--- config.mk ---
export PLATFORM = sky130hd
export DESIGN_NAME = store_commit_buffer
export DESIGN_NICKNAME = d
export VERILOG_FILES = /design/src/rtl/store_commit_buffer.sv
export SDC_FILE = /design/constraint.sdc
export NUM_CORES = 1
export LEC_CHECK = 0
export CAP_MARGIN = 20
export CORE_ASPECT_RATIO = 1.2
export CORE_MARGIN = 2
export CORE_UTILIZATION = 29
export DETAILED_ROUTE_END_ITERATION = 8
export GPL_ROUTABILITY_DRIVEN = 0
export GPL_TIMING_DRIVEN = 0
export PLACE_DENSITY_LB_ADDON = 0.2
export SYNTH_ARGS = -nofsm -noshare
export SYNTH_HDL_FRONTEND = slang
export SYNTH_SLANG_ARGS = --single-unit
--- constraint.sdc ---
create_clock -name clk_i -period 28.5 [get_ports clk_i]
set_input_delay 4.275 -clock clk_i [delete_from_list [all_inputs] [get_ports clk_i]]
set_output_delay 4.275 -clock clk_i [all_outputs]
set_load 0.01 [all_outputs]
--- src/rtl/store_commit_buffer.sv ---
// Two-stage store buffer: speculative queue -> commit queue -> single-outstanding D$ write.
// Optional STORE_BUFFER_OFFSET_CHECK_EN builds exact [11:3] page-offset alias comparators.
module store_commit_buffer #(
  parameter int DEPTH_SPEC   = 4,
  parameter int DEPTH_COMMIT = 8
) (
  input  logic        clk_i,
  input  logic        rst_ni,
  input  logic        flush_i,
  input  logic        valid_i,
  output logic        ready_o,
  input  logic [63:0] paddr_i,
  input  logic [63:0] data_i,
  input  logic [7:0]  be_i,
  input  logic [1:0]  data_size_i,
  input  logic        commit_i,
  output logic        commit_ready_o,
  output logic        no_st_pending_o,
  input  logic [11:0] page_offset_i,
  output logic        page_offset_matches_o,
  output logic        mem_req_o,
  input  logic        mem_gnt_i,
  input  logic        mem_ack_i,
  output logic [63:0] mem_paddr_o,
  output logic [63:0] mem_wdata_o,
  output logic [7:0]  mem_be_o,
  output logic [1:0]  mem_size_o
);
  localparam int SPW = $clog2(DEPTH_SPEC);
  localparam int CPW = $clog2(DEPTH_COMMIT);
  localparam logic [SPW:0] SPEC_FULL   = (SPW+1)'(DEPTH_SPEC);
  localparam logic [SPW:0] SPEC_ZERO   = {(SPW+1){1'b0}};
  localparam logic [CPW:0] COMMIT_FULL = (CPW+1)'(DEPTH_COMMIT);
  localparam logic [CPW:0] COMMIT_ZERO = {(CPW+1){1'b0}};

  typedef struct packed {
    logic [63:0] pa;
    logic [63:0] dat;
    logic [7:0]  be;
    logic [1:0]  sz;
  } entry_t;

  typedef enum logic [0:0] {S_IDLE = 1'b0, S_WAIT = 1'b1} state_t;

  entry_t         spec_mem_r   [DEPTH_SPEC];
  entry_t         commit_mem_r [DEPTH_COMMIT];
  logic [SPW-1:0] spec_rd_r, spec_wr_r, spec_rd_nxt_s;
  logic [SPW:0]   spec_cnt_r;
  logic [CPW-1:0] commit_rd_r, commit_wr_r;
  logic [CPW:0]   commit_cnt_r;
  state_t         state_r;
  entry_t         spec_head_s, commit_head_s;
  logic           spec_push_s, do_commit_s, mem_pop_s;
  logic           unused_s;

  assign spec_head_s    = spec_mem_r[spec_rd_r];
  assign commit_head_s  = commit_mem_r[commit_rd_r];
  assign ready_o        = spec_cnt_r < SPEC_FULL;
  assign commit_ready_o = commit_cnt_r < COMMIT_FULL;
  assign mem_req_o      = (state_r == S_IDLE) & (commit_cnt_r != COMMIT_ZERO);
  assign no_st_pending_o = (spec_cnt_r == SPEC_ZERO) & (commit_cnt_r == COMMIT_ZERO) &
                           (state_r == S_IDLE);

  // Flush kills a same-cycle push; a same-cycle commit still takes the head first.
  assign spec_push_s   = valid_i & ready_o & ~flush_i;
  assign do_commit_s   = commit_i & (spec_cnt_r != SPEC_ZERO) & commit_ready_o;
  assign mem_pop_s     = mem_req_o & mem_gnt_i;
  assign spec_rd_nxt_s = spec_rd_r + SPW'(do_commit_s);

  assign mem_paddr_o = commit_head_s.pa;
  assign mem_wdata_o = commit_head_s.dat;
  assign mem_be_o    = commit_head_s.be;
  assign mem_size_o  = commit_head_s.sz;

  // Entry storage for both queues; only the pointers/counts define validity.
  always_ff @(posedge clk_i) begin
    if (spec_push_s) begin
      spec_mem_r[spec_wr_r] <= '{pa: paddr_i, dat: data_i, be: be_i, sz: data_size_i};
    end
    if (do_commit_s) begin
      commit_mem_r[commit_wr_r] <= spec_head_s;
    end
  end

  // Speculative queue pointers and occupancy.
  always_ff @(posedge clk_i or negedge rst_ni) begin
    if (!rst_ni) begin
      spec_rd_r  <= {SPW{1'b0}};
      spec_wr_r  <= {SPW{1'b0}};
      spec_cnt_r <= SPEC_ZERO;
    end else if (flush_i) begin
      spec_rd_r  <= spec_rd_nxt_s;
      spec_wr_r  <= spec_rd_nxt_s;
      spec_cnt_r <= SPEC_ZERO;
    end else begin
      spec_rd_r  <= spec_rd_nxt_s;
      spec_wr_r  <= spec_wr_r + SPW'(spec_push_s);
      spec_cnt_r <= spec_cnt_r + (SPW+1)'(spec_push_s) - (SPW+1)'(do_commit_s);
    end
  end

  // Commit queue pointers and occupancy.
  always_ff @(posedge clk_i or negedge rst_ni) begin
    if (!rst_ni) begin
      commit_rd_r  <= {CPW{1'b0}};
      commit_wr_r  <= {CPW{1'b0}};
      commit_cnt_r <= COMMIT_ZERO;
    end else begin
      commit_rd_r  <= commit_rd_r + CPW'(mem_pop_s);
      commit_wr_r  <= commit_wr_r + CPW'(do_commit_s);
      commit_cnt_r <= commit_cnt_r + (CPW+1)'(do_commit_s) - (CPW+1)'(mem_pop_s);
    end
  end

`ifdef STORE_BUFFER_OFFSET_CHECK_EN
  logic [8:0] inflight_off_r;
  logic       match_s;
`endif

  // Drain FSM: one D$ write outstanding between grant and ack.
  always_ff @(posedge clk_i or negedge rst_ni) begin
    if (!rst_ni) begin
      state_r <= S_IDLE;
`ifdef STORE_BUFFER_OFFSET_CHECK_EN
      inflight_off_r <= 9'h000;
`endif
    end else begin
      case (state_r)
        S_IDLE: begin
          if (mem_pop_s) begin
            state_r <= S_WAIT;
`ifdef STORE_BUFFER_OFFSET_CHECK_EN
            inflight_off_r <= commit_head_s.pa[11:3];
`endif
          end
        end
        S_WAIT: begin
          if (mem_ack_i) begin
            state_r <= S_IDLE;
          end
        end
        default: state_r <= S_IDLE;
      endcase
    end
  end

`ifdef STORE_BUFFER_OFFSET_CHECK_EN
  // Alias check: an entry is live when its distance from the read pointer is below the count.
  always_comb begin
    match_s = 1'b0;
    for (int i = 0; i < DEPTH_SPEC; i++) begin
      match_s = match_s |
                (({1'b0, SPW'(SPW'(i) - spec_rd_r)} < spec_cnt_r) &
                 (spec_mem_r[i].pa[11:3] == page_offset_i[11:3]));
    end
    for (int j = 0; j < DEPTH_COMMIT; j++) begin
      match_s = match_s |
                (({1'b0, CPW'(CPW'(j) - commit_rd_r)} < commit_cnt_r) &
                 (commit_mem_r[j].pa[11:3] == page_offset_i[11:3]));
    end
    match_s = match_s | ((state_r == S_WAIT) & (inflight_off_r == page_offset_i[11:3]));
  end

  assign page_offset_matches_o = match_s;
  assign unused_s = ^page_offset_i[2:0];
`else
  assign page_offset_matches_o = ~no_st_pending_o;
  assign unused_s = ^page_offset_i;
`endif
endmodule

After elaboration in Yosys (flattened, before gate mapping)
Memories as Yosys holds them, arrays and structs flattened.
Index checks and enable logic that the tools add are counted.
{ "word_totals": {"regBits": 18, "latch_bits": 0, "ramBits": 1656, "romBits": 0, "in_bits": 157, "output_inout_bits": 143, "wordCells": 43, "n_memories": 2} }
{ "mem_list": {"columns": ["memory", "depth", "word_bits", "rd", "rd_clocked_by_memory_dff", "write_ports", "line", "text"], "rows": [
  ["commit_mem_r", 8, 138, 1, 0, 1, "46", "entry_t commit_mem_r [DEPTH_COMMIT];"],
  ["spec_mem_r", 4, 138, 1, 0, 1, "45", "entry_t spec_mem_r [DEPTH_SPEC];"]
]} }
{ "op_classes": {"n_addsub": 8, "mul": 0, "div": 0, "magnitude_cmp": 2, "eq_ne": 0, "shifts": 0, "n_mux": 9, "bitwise_logic": 11, "n_reduce_logical": 4} }
{ "op_table": {"columns": ["op", "count"], "rows": [
  ["$add A3 B1 Y3", 3],
  ["$and A1 B1 Y1", 8],
  ["$mux W1", 6],
  ["$add A2 B1 Y2", 2],
  ["$add A4 B1 Y4", 1],
  ["$logic_not A4 Y1", 1],
  ["$lt A4 B4 Y1 const B", 1],
  ["$reduce_bool A4 Y1", 1],
  ["$sub A4 B1 Y4", 1],
  ["$logic_not A3 Y1", 1],
  ["$lt A3 B3 Y1 const B", 1],
  ["$mux W3", 1],
  ["$not A1 Y1", 3],
  ["$reduce_bool A3 Y1", 1],
  ["$sub A3 B1 Y3", 1],
  ["$mux W2", 1],
  ["$pmux W1 S2", 1]
]} }

Depth between registers and ports, before layout
{ "depth": {"depth_word": 6, "mapped_depth": 12, "mapped_depth_nobuf": 11} }

Least setup slack after synthesis
OpenSTA, ideal clock, no wires.
{ "synth_timing": {"path_type": "input-to-reg", "startpoint": "input commit_i", "endpoint": "memory commit_mem_r[0][0] (netlist name), enable pin", "setup_ns": 0.973, "arrival_ns": 17.647, "required_ns": 27.527, "setup_slack_ns": 9.880, "stages": 3, "n_path_buf": 0, "cell_sequence": "nor2b_1 > nand2_1 > nor4_1"} }
{ "synth_between": {"elab_chain_cells": 4} }
{ "synth_rtl": {"columns": ["item", "line", "text"], "rows": [
  ["from (decl)", "16", "input logic commit_i,"],
  ["$and A1 B1 Y1 (2 in series)", "66", "assign do_commit_s = commit_i & (spec_cnt_r != SPEC_ZERO) & commit_ready_o;"],
  ["$mux W1", "80", "if (do_commit_s) begin"],
  ["$mux W1 (implied by the code)", "81", "commit_mem_r[commit_wr_r] <= spec_head_s;"],
  ["to (decl)", "46", null]
]} }
No other way between the ends.

Worst setup path in the final report
{ "layout_timing": {"startpoint": "register commit_rd_r[1]", "endpoint": "output mem_wdata_o[58]"} }
{ "layout_between": {"elab_chain_cells": 1} }
{ "layout_rtl": {"columns": ["item", "line", "text"], "rows": [
  ["from (decl)", "49", "logic [CPW-1:0] commit_rd_r, commit_wr_r;"],
  ["from (signal assigned)", "105", "commit_rd_r <= {CPW{1'b0}};"],
  ["from (signal assigned)", "109", "commit_rd_r <= commit_rd_r + CPW'(mem_pop_s);"],
  ["$mem_v2 Z8 W138", null, null],
  ["to (decl)", "25", "output logic [63:0] mem_wdata_o,"]
]} }
No other way between the ends.

==> impl_metrics.env <==
export IMPL_status="finished clean"
export IMPL_globalRoute_totalOverflow=0
export IMPL_grt_max_degree=42
export IMPL_end_kind="output port"
export IMPL_first_pass_iters=6
export IMPL_ff2ff_setup_slack_ns=24.74
export IMPL_required_ns=24.23
export IMPL_cts_clk_slew_worst_paths_ns=0.06
export IMPL_rsz0062_at_grt="no"
export IMPL_cts_root_buf="clkbuf_16"
export IMPL_rr_endpoint="commit_mem_r[0][80]$_DFFE_PP_"
export IMPL_grt_total_usage_pct=14.0
export IMPL_post_cts_buffers=0
export IMPL_startpoint_type="flop"
export IMPL_cap_violations=0
export IMPL_syn_area_mm2=0.0623
export IMPL_reg2regPathDepth=13
export IMPL_period_minus_slack_ns=8.40
export IMPL_ys_types=30
export IMPL_numPortBuffers=286
export IMPL_drive_gt1_share_pct=31.9
export IMPL_worstMarginPinSlew_ns=1.05
export IMPL_clock_sinks=1674
export IMPL_wl_per_cell_um=25.3
export IMPL_area_growth_pct=22.9
export IMPL_clock_path_buffers=3
export IMPL_avgSynthCellArea_um2=25.7
export IMPL_hold_class="reg -> reg"
export IMPL_crit_reg2reg_launch="spec_cnt_r[1]$_DFF_PN0_"
export IMPL_min_delay_start="commit_rd_r[1]$_DFF_PN0_"
export IMPL_setup_worst_path_end="mem_wdata_o[58]"
export IMPL_insertion_delay_ns=0.82
export IMPL_synth_nets=2591
export IMPL_peakVddDrop_mv=0.0453
export IMPL_ys_warnings_count=0
export IMPL_grt_pass1_wl_um=219000
export IMPL_initial_utilization_pct=29.1
export IMPL_hpwl_um=103000
export IMPL_crit_path_start="commit_rd_r[1]$_DFF_PN0_"
export IMPL_h_tree_depth=4
export IMPL_slew_violations=0
export IMPL_relSlewSlack_pct=30.1
export IMPL_path_max_fanout=10
export IMPL_crit_type="reg -> out"
export IMPL_post_place_cells=5700
export IMPL_postSynthCellCount=2422
export IMPL_cts_hold_buffers_added=0
export IMPL_p_leak_nw=23.9
export IMPL_pwr_density_cell_mw_per_mm2=102
export IMPL_cts_resized=0
export IMPL_die_y_um=512
export IMPL_skew_ns=0.0367
export IMPL_drt_initial_drc_count=2064
export IMPL_cts_buffers=174
export IMPL_vias_per_cell=4.56
export IMPL_final_nets=3225
export IMPL_num_io_pins=300
export IMPL_cts_tree="done"
export IMPL_holdWs_ns=0.498
export IMPL_setup_violations=0
export IMPL_synth_seq_cells=1674
export IMPL_coreArea_mm2=0.214
export IMPL_final_hold_viol_count=0
export IMPL_stdcell_count=6015
export IMPL_grt_pass1_vias=29803
export IMPL_routed_wl_um=152000
export IMPL_num_vias=27399
export IMPL_antenna_found_initial=29
export IMPL_drc_errors=0
export IMPL_ys_seq_area_share_pct=80.6
export IMPL_die_area_mm2=0.218
export IMPL_ant_nets=0
export IMPL_die_width_um=427
export IMPL_period_share_pct=29.5
export IMPL_max_clock_freq_mhz=119
export IMPL_crit_arrival_ns=4.13
export IMPL_rows=186
==> sequential cells by signal (all words and copies together), names as in the netlist <==
signal / count
commit_rd_r: 3
state_r: 1
commit_mem_r: 1104
spec_wr_r: 2
commit_wr_r: 3
spec_cnt_r: 3
commit_cnt_r: 4
spec_mem_r: 552
spec_rd_r: 2
==> worst min-delay path by stage <==
stage / to / slack (ns) / depth (start not counted)
floorplan: commit_rd_r[1]$_DFF_PN0_ / 0.47 / 1
CTS: commit_rd_r[1]$_DFF_PN0_ / 0.50 / 1
detailed placement: commit_rd_r[1]$_DFF_PN0_ / 0.49 / 1
global route: commit_rd_r[1]$_DFF_PN0_ / 0.56 / 1
global placement: commit_rd_r[1]$_DFF_PN0_ / 0.49 / 1
finish: commit_rd_r[1]$_DFF_PN0_ / 0.50 / 1
==> cells in the mapped netlist <==
cell type,number,share of area (%)
nor4_1,1,0.010
nor2_1,12,0.072
and2_1,2,0.020
nand2_1,9,0.054
inv_1,11,0.066
a31oi_1,1,0.010
a21o_1,2,0.024
and3_1,1,0.010
mux2_2,138,2.5
nor3_1,7,0.056
buf_6,25,0.45
o21ai_0,1,0.0080
nand2b_1,3,0.030
nand3_1,2,0.016
a21oi_1,1,0.0080
a211oi_1,1,0.012
nor3b_1,2,0.024
buf_2,26,0.21
nor2b_1,3,0.030
buf_1,19,0.11
clkbuf_1,41,0.25
xnor2_1,5,0.070
dfrtp_1,18,0.72
ha_1,10,0.20
mux4_2,414,15
xor2_1,5,0.070
fa_1,2,0.064
or3_1,3,0.030
edfxtp_1,1656,80
nor4b_1,1,0.014
==> through the flow <==
step                       TNS, ns  area [µm²]  setup slack, ns  total power, mW  util (%)
after floorplan                  0       62300             9.88             4.67         -
after global placement    -1278.04       68600            -9.19             5.81      32.1
after detailed placement         0       71000            20.45             5.78      33.2
after CTS                        0       76500            19.82             8.01      35.8
after global routing             0       76500            19.87             8.20      35.8
final                            0       76500            20.10             7.83      35.8
==> per-layer routing <==
metal  GRT usage [%]  share of wire [%]  vias to the layer above
li1                -                  -                    11730
met1            18.9                 44                    14849
met2            22.9                 49                      578
met3            2.91                4.5                      226
met4            3.68                2.2                       16
met5               0              0.064                        -
==> kinds of logic (layout without fill, tap and decap cells) <==
kind of cell	count (synthesis)	after routing	synth area share (%)
buf+inv	122	891	1.09
flops	1674	1674	80.6
simple gates	46	46	0.368
mux	552	552	17.5
fa+ha+maj	12	12	0.265
xor+xnor	10	10	0.141
compound gates	6	6	0.0623
other cells	0	4	0
==> critical path, stage by stage, from the launching register on <==
cell and delay (ns):
dfrtp_1 0.34, buf_2 0.22, buf_2 0.64, buf_1 0.76
mux4_2 0.42, mux2_2 0.27, clkdlybuf4s50_1 0.62
==> power by group <==
part	internal [mW]	total, mW	switching [mW]
Combinational	1.11	2.43	1.32
Sequential	3.16	3.20	0.0425
Clock	1.26	2.20	0.944
Total	5.52	7.83	2.31
==> cells in the final DEF, fill, tap and decap left out, types with 4 or more instances in the layout <==
cell,count
buf_8,9
clkdlybuf4s50_1,286
buf_4,35
clkbuf_16,176
mux4_2,414
bufinv_16,13
buf_12,32
clkinv_8,7
buf_2,27
edfxtp_1,1656
ha_1,10
nor2_4,5
clkinv_1,40
dfrtp_1,18
inv_6,4
clkinv_16,5
buf_1,19
buf_16,8
clkinv_2,21
inv_1,11
xor2_1,5
mux2_2,138
nor3_2,5
nand2_1,9
buf_6,112
diode_2,4
xnor2_1,5
clkbuf_1,82
nor2_1,7
==> final cells by class <==
type                            instances  area (µm²)
Inverter                               11        41.3
Clock buffer                          219        4570
Buffer                                111         639
Antenna cell                            4        10.0
Multi-Input combinational cell        626       11500
Tap cell                             2820        3530
Fill cell                           19636      137000
Timing Repair Buffer                  458        5110
Sequential cell                      1674       50200
Clock inverter                         92         960
No activity file was read; power rests on OpenSTA's default activity.
